`src/rtl/perm_lookup_arbiter_pkg.sv`:
```
// Shared types and helpers for the permission lookup arbiter.
// Package perm_pkg: perm width, perm struct, round-robin pointer step.
package perm_pkg;

  localparam int PERM_W = 3;

  typedef struct packed {
    logic r;
    logic w;
    logic x;
  } perm_t;

  // Pointer step with wrap from n-1 back to 0
  function automatic int unsigned rr_next(
    input int unsigned ptr,
    input int unsigned n
  );
    return (ptr + 1 >= n) ? 32'd0 : ptr + 1;
  endfunction

endpackage

```
`src/rtl/perm_lookup_arbiter_if.sv`:
```
// Request/lookup/response bundle for perm_lookup_arbiter.
// io_grant_cnt exists only when PERM_ARB_CNT_EN is defined.
interface perm_lookup_arbiter_if
  import perm_pkg::*;
#(
  parameter int NREQ = 4,
  parameter int AW   = 32
) ();

  logic [NREQ-1:0]        io_req_valid;
  logic [NREQ-1:0]        io_req_ready;
  logic [NREQ*AW-1:0]     io_req_addr;
  logic                   io_stall;
  logic                   io_flush;
  logic                   io_lk_valid;
  logic [AW-1:0]          io_lk_addr;
  logic [PERM_W-1:0]      io_lk_perm;
  logic [NREQ-1:0]        io_resp_valid;
  logic [NREQ*PERM_W-1:0] io_resp_perm;
`ifdef PERM_ARB_CNT_EN
  logic [NREQ*16-1:0]     io_grant_cnt;
`endif

  modport master (
    output io_req_valid, io_req_addr, io_stall, io_flush, io_lk_perm,
    input  io_req_ready, io_lk_valid, io_lk_addr, io_resp_valid,
`ifdef PERM_ARB_CNT_EN
    input  io_grant_cnt,
`endif
    input  io_resp_perm
  );

  modport slave (
    input  io_req_valid, io_req_addr, io_stall, io_flush, io_lk_perm,
    output io_req_ready, io_lk_valid, io_lk_addr, io_resp_valid,
`ifdef PERM_ARB_CNT_EN
    output io_grant_cnt,
`endif
    output io_resp_perm
  );

endinterface

```
`src/rtl/perm_lookup_arbiter_rr_arbiter.sv`:
```
// Combinational round-robin picker.
// Grants the first request at or after ptr, modulo N.
module rr_arbiter #(
  parameter int N  = 4,
  parameter int IW = $clog2(N)
) (
  input  logic [N-1:0]  req,
  input  logic [IW-1:0] ptr,
  input  logic          en,
  output logic [N-1:0]  gnt,
  output logic [IW-1:0] gnt_id,
  output logic          any
);

  // Scan requesters starting at ptr, keep the first hit
  always_comb begin
    int j;
    gnt    = '0;
    gnt_id = '0;
    any    = 1'b0;
    j      = 0;
    for (int k = 0; k < N; k++) begin
      j = int'(ptr) + k;
      if (j >= N) j = j - N;
      if (en && !any && req[j]) begin
        gnt[j] = 1'b1;
        gnt_id = IW'(j);
        any    = 1'b1;
      end
    end
  end

endmodule

```
`src/rtl/perm_lookup_arbiter.sv`:
```
// Round-robin sharing of one fixed-latency perm lookup port.
// Optional PERM_ARB_CNT_EN adds saturating per-requester grant counters.
module perm_lookup_arbiter
  import perm_pkg::*;
#(
  parameter int NREQ = 4,
  parameter int AW   = 32,
  parameter int LAT  = 2
) (
  input  logic                 clock,
  input  logic                 reset,
  perm_lookup_arbiter_if.slave bus
);

  localparam int IW = $clog2(NREQ);

  logic [IW-1:0]          ptr;
  logic [NREQ-1:0]        gnt;
  logic [IW-1:0]          gnt_id;
  logic                   any;
  logic                   en;
  logic [LAT-1:0]         tag_v;
  logic [IW-1:0]          tag_id [LAT];
  logic                   cap;
  perm_t                  lk_perm;
  logic [NREQ-1:0]        resp_valid_q;
  logic [NREQ*PERM_W-1:0] resp_perm_q;

  assign en = !reset && !bus.io_stall && !bus.io_flush;

  rr_arbiter #(.N(NREQ), .IW(IW)) u_arb (
    .req    (bus.io_req_valid),
    .ptr    (ptr),
    .en     (en),
    .gnt    (gnt),
    .gnt_id (gnt_id),
    .any    (any)
  );

  assign bus.io_req_ready = gnt;
  assign bus.io_lk_valid  = any;
  assign bus.io_lk_addr   = bus.io_req_addr[int'(gnt_id)*AW +: AW];

  // Advance pointer past the granted requester
  always_ff @(posedge clock) begin
    if (reset) ptr <= '0;
    else if (any) ptr <= IW'(rr_next(32'(gnt_id), NREQ));
  end

  // Tag valid pipe; flush kills every in-flight lookup
  always_ff @(posedge clock) begin
    if (reset || bus.io_flush) begin
      tag_v <= '0;
    end else begin
      tag_v[0] <= any;
      for (int i = 1; i < LAT; i++) tag_v[i] <= tag_v[i-1];
    end
  end

  // Tag id pipe; meaningful only where the matching valid is set
  always_ff @(posedge clock) begin
    tag_id[0] <= gnt_id;
    for (int i = 1; i < LAT; i++) tag_id[i] <= tag_id[i-1];
  end

  assign cap     = tag_v[LAT-1] && !bus.io_flush;
  assign lk_perm = bus.io_lk_perm;

  // Capture returning perm into the owner's slice, strobe one cycle later
  always_ff @(posedge clock) begin
    if (reset) begin
      resp_valid_q <= '0;
      resp_perm_q  <= '0;
    end else begin
      resp_valid_q <= '0;
      if (cap) begin
        resp_valid_q[tag_id[LAT-1]] <= 1'b1;
        resp_perm_q[int'(tag_id[LAT-1])*PERM_W +: PERM_W] <= lk_perm;
      end
    end
  end

  assign bus.io_resp_valid = resp_valid_q;
  assign bus.io_resp_perm  = resp_perm_q;

`ifdef PERM_ARB_CNT_EN
  logic [15:0] cnt [NREQ];

  // Saturating grant counters, one per requester
  always_ff @(posedge clock) begin
    if (reset) begin
      for (int i = 0; i < NREQ; i++) cnt[i] <= '0;
    end else begin
      for (int i = 0; i < NREQ; i++)
        if (gnt[i] && bus.io_req_valid[i] && cnt[i] != 16'hFFFF)
          cnt[i] <= cnt[i] + 16'd1;
    end
  end

  for (genvar i = 0; i < NREQ; i++) begin : g_cnt
    assign bus.io_grant_cnt[i*16 +: 16] = cnt[i];
  end
`endif

endmodule

```
`src/flat_wrapper.sv`:
```
// flat-port wrapper written by rule: the top's interface ports become plain ports
module perm_lookup_arbiter_flat import perm_pkg::*;
#(
  parameter int NREQ = 4,
  parameter int AW   = 32,
  parameter int LAT  = 2
)
  (clock, reset, bus_io_req_valid, bus_io_req_addr, bus_io_stall, bus_io_flush, bus_io_lk_perm, bus_io_req_ready, bus_io_lk_valid, bus_io_lk_addr, bus_io_resp_valid, bus_io_resp_perm);
  perm_lookup_arbiter_if #(.NREQ(NREQ), .AW(AW)) bus_i ();
  input  logic clock;
  input  logic reset;
  input wire logic [$bits(bus_i.io_req_valid)-1:0] bus_io_req_valid;
  input wire logic [$bits(bus_i.io_req_addr)-1:0] bus_io_req_addr;
  input wire logic [$bits(bus_i.io_stall)-1:0] bus_io_stall;
  input wire logic [$bits(bus_i.io_flush)-1:0] bus_io_flush;
  input wire logic [$bits(bus_i.io_lk_perm)-1:0] bus_io_lk_perm;
  output wire logic [$bits(bus_i.io_req_ready)-1:0] bus_io_req_ready;
  output wire logic [$bits(bus_i.io_lk_valid)-1:0] bus_io_lk_valid;
  output wire logic [$bits(bus_i.io_lk_addr)-1:0] bus_io_lk_addr;
  output wire logic [$bits(bus_i.io_resp_valid)-1:0] bus_io_resp_valid;
  output wire logic [$bits(bus_i.io_resp_perm)-1:0] bus_io_resp_perm;
  assign bus_i.io_req_valid = bus_io_req_valid;
  assign bus_i.io_req_addr = bus_io_req_addr;
  assign bus_i.io_stall = bus_io_stall;
  assign bus_i.io_flush = bus_io_flush;
  assign bus_i.io_lk_perm = bus_io_lk_perm;
  assign bus_io_req_ready = bus_i.io_req_ready;
  assign bus_io_lk_valid = bus_i.io_lk_valid;
  assign bus_io_lk_addr = bus_i.io_lk_addr;
  assign bus_io_resp_valid = bus_i.io_resp_valid;
  assign bus_io_resp_perm = bus_i.io_resp_perm;
  perm_lookup_arbiter #(.NREQ(NREQ), .AW(AW), .LAT(LAT)) u_core (.clock(clock), .reset(reset), .bus(bus_i));
endmodule
```
`config.mk`:
```
export PLATFORM = sky130hd
export DESIGN_NAME = perm_lookup_arbiter_flat
export DESIGN_NICKNAME = d
export VERILOG_FILES = /design/src/rtl/perm_lookup_arbiter_pkg.sv /design/src/rtl/perm_lookup_arbiter_if.sv /design/src/rtl/perm_lookup_arbiter_rr_arbiter.sv /design/src/rtl/perm_lookup_arbiter.sv /design/src/flat_wrapper.sv
export SDC_FILE = /design/constraint.sdc
export NUM_CORES = 1
export LEC_CHECK = 0
export ABC_CLOCK_PERIOD_IN_PS = 4400
export BUFFER_PORTS_ARGS = -buffer_cell sky130_fd_sc_hd__clkbuf_2
export CAP_MARGIN = 15
export CORE_ASPECT_RATIO = 1.1
export CORE_MARGIN = 3
export CORE_UTILIZATION = 30
export CTS_BUF_LIST = sky130_fd_sc_hd__clkbuf_8
export DETAILED_ROUTE_END_ITERATION = 8
export GPL_ROUTABILITY_DRIVEN = 0
export PLACE_DENSITY = 0.61
export SETUP_SLACK_MARGIN = 0.5
export SYNTH_ARGS = -nofsm -noshare
export SYNTH_HDL_FRONTEND = slang
export SYNTH_HIERARCHICAL = 1
export SYNTH_SLANG_ARGS = --single-unit
export TNS_END_PERCENT = 20
```
`constraint.sdc`:
```
create_clock -name clock -period 4.4 [get_ports clock]
set_input_delay 1.1 -clock clock [delete_from_list [all_inputs] [get_ports clock]]
set_output_delay 1.1 -clock clock [all_outputs]
set_load 0.01 [all_outputs]
```
* After elaboration in Yosys (flattened, before gate mapping)
Memories as Yosys holds them, arrays and structs flattened.
Index checks and enable logic that the tools add are counted.
** Word-level totals
- Register bits :: 20
- Bits in latches :: 0
- Bits in writable memories :: 4
- Bits in read-only memories :: 0
- Bits of input ports :: 139
- Memories :: 1
** Operators by class
- Add/sub/neg operators :: 9
- Multiply operators :: 1
- Divide/modulo/power cells :: 0
- $lt $le $gt $ge :: 15
- Equality and inequality tests :: 0
- Shift operators :: 3
- Mux-type cells :: 40
- Bitwise logic cells :: 4
- Reduce and logical (&&, ||, !) cells :: 23
** Memory list
- u_core.tag_id :: depth 2, bits a word 2, rd ports 2, clocked after Yosys merged registers in 0, wr ports 2, RTL line perm_lookup_arbiter.sv:23 : logic [IW-1:0] tag_id [LAT];
** Operator list (count)
- greater-or-equal comparator 32 x 1 -> 1 bit, second input constant :: 4
- less-than comparator 32 x 4 -> 1 bit, second input constant :: 4
- two-way mux 32 bit :: 4
- variable part select 128 x 8 -> 32 bit :: 1
- negator 32 -> 33 bit :: 1
- variable shift 3 x 33 -> 12 bit, first input constant :: 1
- variable part select 3 x 33 -> 12 bit :: 1
- two-way mux 1 bit :: 17
- two-way mux 4 bit :: 4
- logical AND 1 bit :: 15
- bitwise mux 12 bit :: 1
- greater-or-equal comparator 3 bit, second input constant :: 4
- OR 4 bit :: 3
- subtractor 3 x 3 -> 4 bit, second input constant :: 3
- demux 1 bit (select 2 bit) :: 5
- two-way mux 2 bit :: 5
- binary-select mux 1 bit (select 2 bit) :: 4
- adder 2 x 1 -> 3 bit, second input constant :: 2
- adder 2 x 2 -> 3 bit, second input constant :: 2
- zero test 1 bit :: 6
- multiplier 2 x 2 -> 4 bit, second input constant :: 1
- subtractor 2 x 3 -> 4 bit, second input constant :: 1
- greater-or-equal comparator 2 x 3 -> 1 bit, second input constant :: 1
- less-than comparator 2 x 3 -> 1 bit, second input constant :: 1
- other kinds (4) :: 4

* Longest topological paths before layout
- Depth in word-level cells :: 22
- Depth in mapped cells :: 12
- Gate-level depth less buffers :: 10

* Hierarchy
The synthesis kept the hierarchy.
** Modules (own cells, without submodules)
- perm_lookup_arbiter :: instances 1, cells each 137, area each 1773.0 um^2, seq. area each 480.5 um^2
- rr_arbiter :: instances 1, cells each 61, area each 504.2 um^2, seq. area each 0.0 um^2

* Worst setup path after synthesis
OpenSTA, ideal clock, no wires.
- Path type :: input port to output port
- Start point :: in bus_io_req_valid[1]
- End point :: out bus_io_lk_addr[0]
- Data arrival time :: 3.017 ns
- Required time :: 3.300 ns
- Slack :: 0.283 ns
- Stages on the path :: 7
- Path through :: mux4_2 -> and2b_2 -> o221ai_1 -> a21oi_1 -> buf_6 -> buf_12 -> mux4_2
** On the way
- Word-level cells in the longest chain between the ends :: 18
** RTL lines
- start, declared :: RTL line flat_wrapper.sv:12 : input wire logic [$bits(bus_i.io_req_valid)-1:0] bus_io_req_valid;
- binary-select mux 1 bit (select 2 bit) :: RTL line perm_lookup_arbiter_rr_arbiter.sv:25 : if (en && !any && req[j]) begin
- two-way mux 1 bit (not written as such) (2 in series) :: RTL line perm_lookup_arbiter_rr_arbiter.sv:25
- logical AND 1 bit :: RTL line perm_lookup_arbiter_rr_arbiter.sv:25
- two-way mux 1 bit :: RTL line perm_lookup_arbiter_rr_arbiter.sv:25
- zero test 1 bit :: RTL line perm_lookup_arbiter_rr_arbiter.sv:25
- logical AND 1 bit (2 in series) :: RTL line perm_lookup_arbiter_rr_arbiter.sv:25
- two-way mux 1 bit :: RTL line perm_lookup_arbiter_rr_arbiter.sv:25
- zero test 1 bit :: RTL line perm_lookup_arbiter_rr_arbiter.sv:25
- logical AND 1 bit (2 in series) :: RTL line perm_lookup_arbiter_rr_arbiter.sv:25
- two-way mux 1 bit :: RTL line perm_lookup_arbiter_rr_arbiter.sv:25
- zero test 1 bit :: RTL line perm_lookup_arbiter_rr_arbiter.sv:25
- logical AND 1 bit (2 in series) :: RTL line perm_lookup_arbiter_rr_arbiter.sv:25
- two-way mux 2 bit * :: RTL line perm_lookup_arbiter_rr_arbiter.sv:25
- named net u_core.gnt_id[0] :: RTL line perm_lookup_arbiter.sv:19 : logic [IW-1:0] gnt_id;
- variable part select 128 x 8 -> 32 bit * :: RTL line perm_lookup_arbiter.sv:42 : assign bus.io_lk_addr = bus.io_req_addr[int'(gnt_id)*AW +: AW];
- end, declared :: RTL line flat_wrapper.sv:19 : output wire logic [$bits(bus_i.io_lk_addr)-1:0] bus_io_lk_addr;
Mark *: on every way through the listed nets, which the timed path passes. The rest lies on a longest branch. The select of a mux whose other input is x is not followed.

* Worst setup path after layout
- Start point :: in bus_io_req_valid[1]
- End point :: out bus_io_lk_addr[17]
The elaborated chain is that of the path after synthesis.

==> summary by stage <==
Logic synthesis
The mean area per synthesized cell is 11.50 um^2. Ranked by total cell area, the synthesized netlist is headed by sky130_fd_sc_hd__mux4_2 (36%), sky130_fd_sc_hd__dfxtp_1 (21%), sky130_fd_sc_hd__ha_1 (9.3%). Synthesis instantiated 36 different standard cells from the library. sky130_fd_sc_hd__mux4_2 takes more of the synthesized area than any other cell.

In this run, synthesis produced a sequential element count of 24. The count of flip-flops with a built-in enable after synthesis is 0. The number of nets in the synthesized netlist is 354.

The post-synthesis instance total is 198. Sorting the synthesized cells by how often they occur yields sky130_fd_sc_hd__mux4_2 (36), sky130_fd_sc_hd__dfxtp_1 (24), sky130_fd_sc_hd__nand2_1 (18), sky130_fd_sc_hd__ha_1 (17), sky130_fd_sc_hd__a21oi_1 (16). sky130_fd_sc_hd__mux4_2 is the most common cell in the netlist. The sequential element share of the synthesized area is 21.10%. The fraction of registers with async set or reset after synthesis is 0%. The total standard cell area after synthesis is 2277 um^2. The total number of yosys warnings is 6. The most used flip-flop cell after synthesis is sky130_fd_sc_hd__dfxtp_1. The share of Yosys cell area claimed by the top area cell type is 35.60%.

Clocking
In this run the deepest clock path goes through 2 buffers. TritonCTS created 3 clock buffers. The depth of the CTS H-tree is 1. TritonCTS built the clock tree. The later-pin clock latency in the skew report is 270 ps. After clock tree synthesis, the flow added hold-fix buffers numbering 0.

The total clock sinks is 24. Clock-pin slew was measured on the worst setup and hold paths at 80 ps. The root buffer cell is sky130_fd_sc_hd__clkbuf_8.

Critical path
Broken down by cell family, the worst path's largest delay share belongs to multiplexers. Walking the worst path, the cells encountered are buf_8, mux4_2, and2b_2, o221ai_4, a21oi_4, buf_6, clkbuf_16, mux4_2, buf_6. The worst register-to-register path has a depth of 10. The critical path's slowest cell is sky130_fd_sc_hd__mux4_2. The worst setup path is launched from a primary input.

At the worst endpoint, the required time is 3300 ps. On the worst path, the slowest cell contributes a delay of 520 ps. Counting both buffers and inverters, the worst setup path holds a total of 4. The reg-to-reg startpoint is u_core/ptr[1]. The endpoint of the worst-slack reg-to-reg timing path is u_core/ptr[1]. The nature of the critical path endpoint is a primary output. The largest fanout on the critical path is 6. The critical path is of the in -> out type. The critical path data arrival time is 3170 ps. The worst register-to-register path has a setup slack of 1700 ps.

Timing
Setup repair after global routing could not meet its margin everywhere. The worst relative slew slack is 61.33%. For the pin with the worst max-slew slack, the measured transition is 578.9 ps. Across all hold checks on the routed design, the worst slack comes to 332.2 ps. The largest clock skew in the final design is 1.030 ps. The final worst-path setup slack is 134.8 ps. Static timing analysis puts the maximum clock frequency at 234.5 MHz.

The number of hold-slack violations in the final timing report is 0. The minimum clock period after layout is 4265 ps. Setup violations remaining at the end of the flow were counted as 0. In the finished design, the share of the clock period the worst path needs comes to 96.94%. Setup total negative slack on the finished layout was measured at 0 ps. The max-slew violation count was 0.

Job
The number of max-cap violations is 0.

Final layout
The antenna diode instance count is 0. The post-route netlist has 65.15% of its cells at a drive strength greater than 1. At the end of the flow, the number of nets in the layout was 553. Relative to the synthesized area, the layout overhead comes to 58.08%.

Status
The flow ran to the end, and the final reports show no timing, DRC or antenna violations.

Floorplan
The site row count is 32. Measured along the x axis, the die boundary spans 89.07 um. The initial utilization of the core area, before any placement, comes to 31.60%. The total core area is 7207 um^2. The die covers 8673 um^2. The vertical die dimension is 97.38 um. For this design the top-level I/O count stands at 192.

Global route
The first global-routing pass estimated 11.44 mm of wire. The sum of overflow across all layers after global routing is 0. The number of global-route vias before repair is 2,360. Entering global routing, the biggest net connects 35 pins. The number of antenna violations at the first check in global routing came to 0. The total global routing track utilization is 16.15%.

Pwr
The ratio of total power to cell area is 178.6 nW/um^2. VDD sags by at most 0.1299 mV. The static leakage is 1.696 nW.

Placed design
The worst-case setup slack after placement is 89.55 ps. The count of buffers added on input and output ports is 191. Detailed placement finished with a half-perimeter wire length of 6.299 mm.

Worst hold path
The path with the worst hold slack has its endpoint at u_core/tag_id[0][2]. The worst hold path was traced through 0 stages. The path class of the tightest hold or removal check is reg -> reg. In this run the most critical hold path is launched from u_core/tag_id[0][0].

Route
In this run the remaining antenna-violating nets after routing total 0. For this block, the initial DRC count from the detailed router was 63. The sum of routed wire length over all layers is 7.807 mm. The first-pass iteration count of the detailed router is 4. For this run, design rule violations remaining after detail routing come to 0. The detailed router placed 2,472 vias in this run. The via density per instance is 5.139. The detailed-route wire length per cell is 16.23 um.
## metrics by stage
stage	cells	power, mW	instance area, um^2	utilization (%)
2_1_floorplan	198	0.3342	2292	-
3_3_place_gp	471	0.4342	3327	46.16
3_5_place_dp	471	0.4382	3327	46.16
4_1_cts	475	0.6291	3398	47.15
5_1_grt	481	0.6760	3600	49.95
6_report	481	0.6430	3600	49.95
## cell type report
type / instances / area (um^2)
clock buffer: 3 / 41.29
timing repair buffer: 207 / 1219
inverter: 10 / 37.54
multi-input combinational: 151 / 1685
fill: 662 / 3607
tap: 85 / 106.4
clock inverter: 1 / 30.03
sequential: 24 / 480.5
## worst max-delay path by stage
stage | from | to | cells after the start
floorplan | bus_io_req_valid[1] | bus_io_lk_addr[0] | 7
global route | bus_io_req_valid[1] | bus_io_lk_addr[17] | 9
detailed placement | bus_io_req_valid[2] | bus_io_lk_addr[25] | 8
finish | bus_io_req_valid[1] | bus_io_lk_addr[17] | 9
CTS | bus_io_req_valid[2] | bus_io_lk_addr[25] | 8
global placement | bus_io_req_valid[2] | bus_io_lk_addr[1] | 8
## cell families after synthesis
group                    Yosys count  synth area share (%)
adder cells (fa/ha/maj)           17                 9.340
AND/OR/NAND/NOR                   67                 17.25
buffers and inverters             23                 7.583
AO/OA/AOI/OAI                     29                 8.242
flip-flops                        24                 21.10
multiplexers                      38                 36.48
## layer usage
| layer | GRT usage, % | up-vias | wire length (um) |
|---|---|---|---|
| met3 | 3.138 | 6 | 636 |
| met4 | 2.978 | 0 | 56 |
| met2 | 27.60 | 123 | 3938 |
| met5 | 0 | - | 0 |
| met1 | 21.07 | 1168 | 3175 |
| li1 | - | 1175 | - |
## repair_timing
item                       4_1_cts  5_1_grt
resized for setup                0       32
pin swaps                        0        2
setup buffers                    0        2
setup endpoints to repair       32       32
gates cloned                     0        4
## placed cells by master, fill, tap and decap left out, types with 2 or more instances in the layout
master and instances:
sky130_fd_sc_hd__mux2i_1 2, sky130_fd_sc_hd__dfxtp_1 24, sky130_fd_sc_hd__buf_6 8, sky130_fd_sc_hd__a221o_1 4
sky130_fd_sc_hd__nand4_1 11, sky130_fd_sc_hd__clkbuf_16 3, sky130_fd_sc_hd__nand3b_1 6, sky130_fd_sc_hd__a21oi_1 15
sky130_fd_sc_hd__clkbuf_8 3, sky130_fd_sc_hd__inv_1 10, sky130_fd_sc_hd__nor2b_1 2, sky130_fd_sc_hd__nand2_1 18
sky130_fd_sc_hd__o31ai_1 3, sky130_fd_sc_hd__mux4_2 36, sky130_fd_sc_hd__buf_12 3, sky130_fd_sc_hd__and2_1 4
sky130_fd_sc_hd__buf_4 7, sky130_fd_sc_hd__ha_1 16, sky130_fd_sc_hd__nor3b_1 4, sky130_fd_sc_hd__clkbuf_2 185
sky130_fd_sc_hd__nor2_1 10, sky130_fd_sc_hd__and3_1 2
## state kept, by name, summed over array words and instances (netlist names)
signal / count
u_core/bus.io_resp_perm: 12
u_core/tag_v: 2
u_core/ptr: 2
u_core/bus.io_resp_valid: 4
u_core/tag_id: 4
## worst reg2reg max path, stage by stage (launching register included)
cell and delay [ps]:
sky130_fd_sc_hd__dfxtp_1 350, sky130_fd_sc_hd__inv_1 130, sky130_fd_sc_hd__ha_4 340, sky130_fd_sc_hd__mux4_2 580, sky130_fd_sc_hd__nor2_1 180, sky130_fd_sc_hd__and3_4 240, sky130_fd_sc_hd__a211o_4 170, sky130_fd_sc_hd__clkbuf_16 190
sky130_fd_sc_hd__ha_1 230, sky130_fd_sc_hd__mux2i_1 130, sky130_fd_sc_hd__nor2_1 50
## report_power, final
part / switching, mW / internal (mW) / leakage, nW / total (mW)
clock network: 0.0714 / 0.122 / 0.0357 / 0.193
registers: 0.00197 / 0.219 / 0.194 / 0.221
logic: 0.0959 / 0.133 / 1.47 / 0.229
total: 0.169 / 0.474 / 1.70 / 0.643
(Power assumes the default switching activity.)
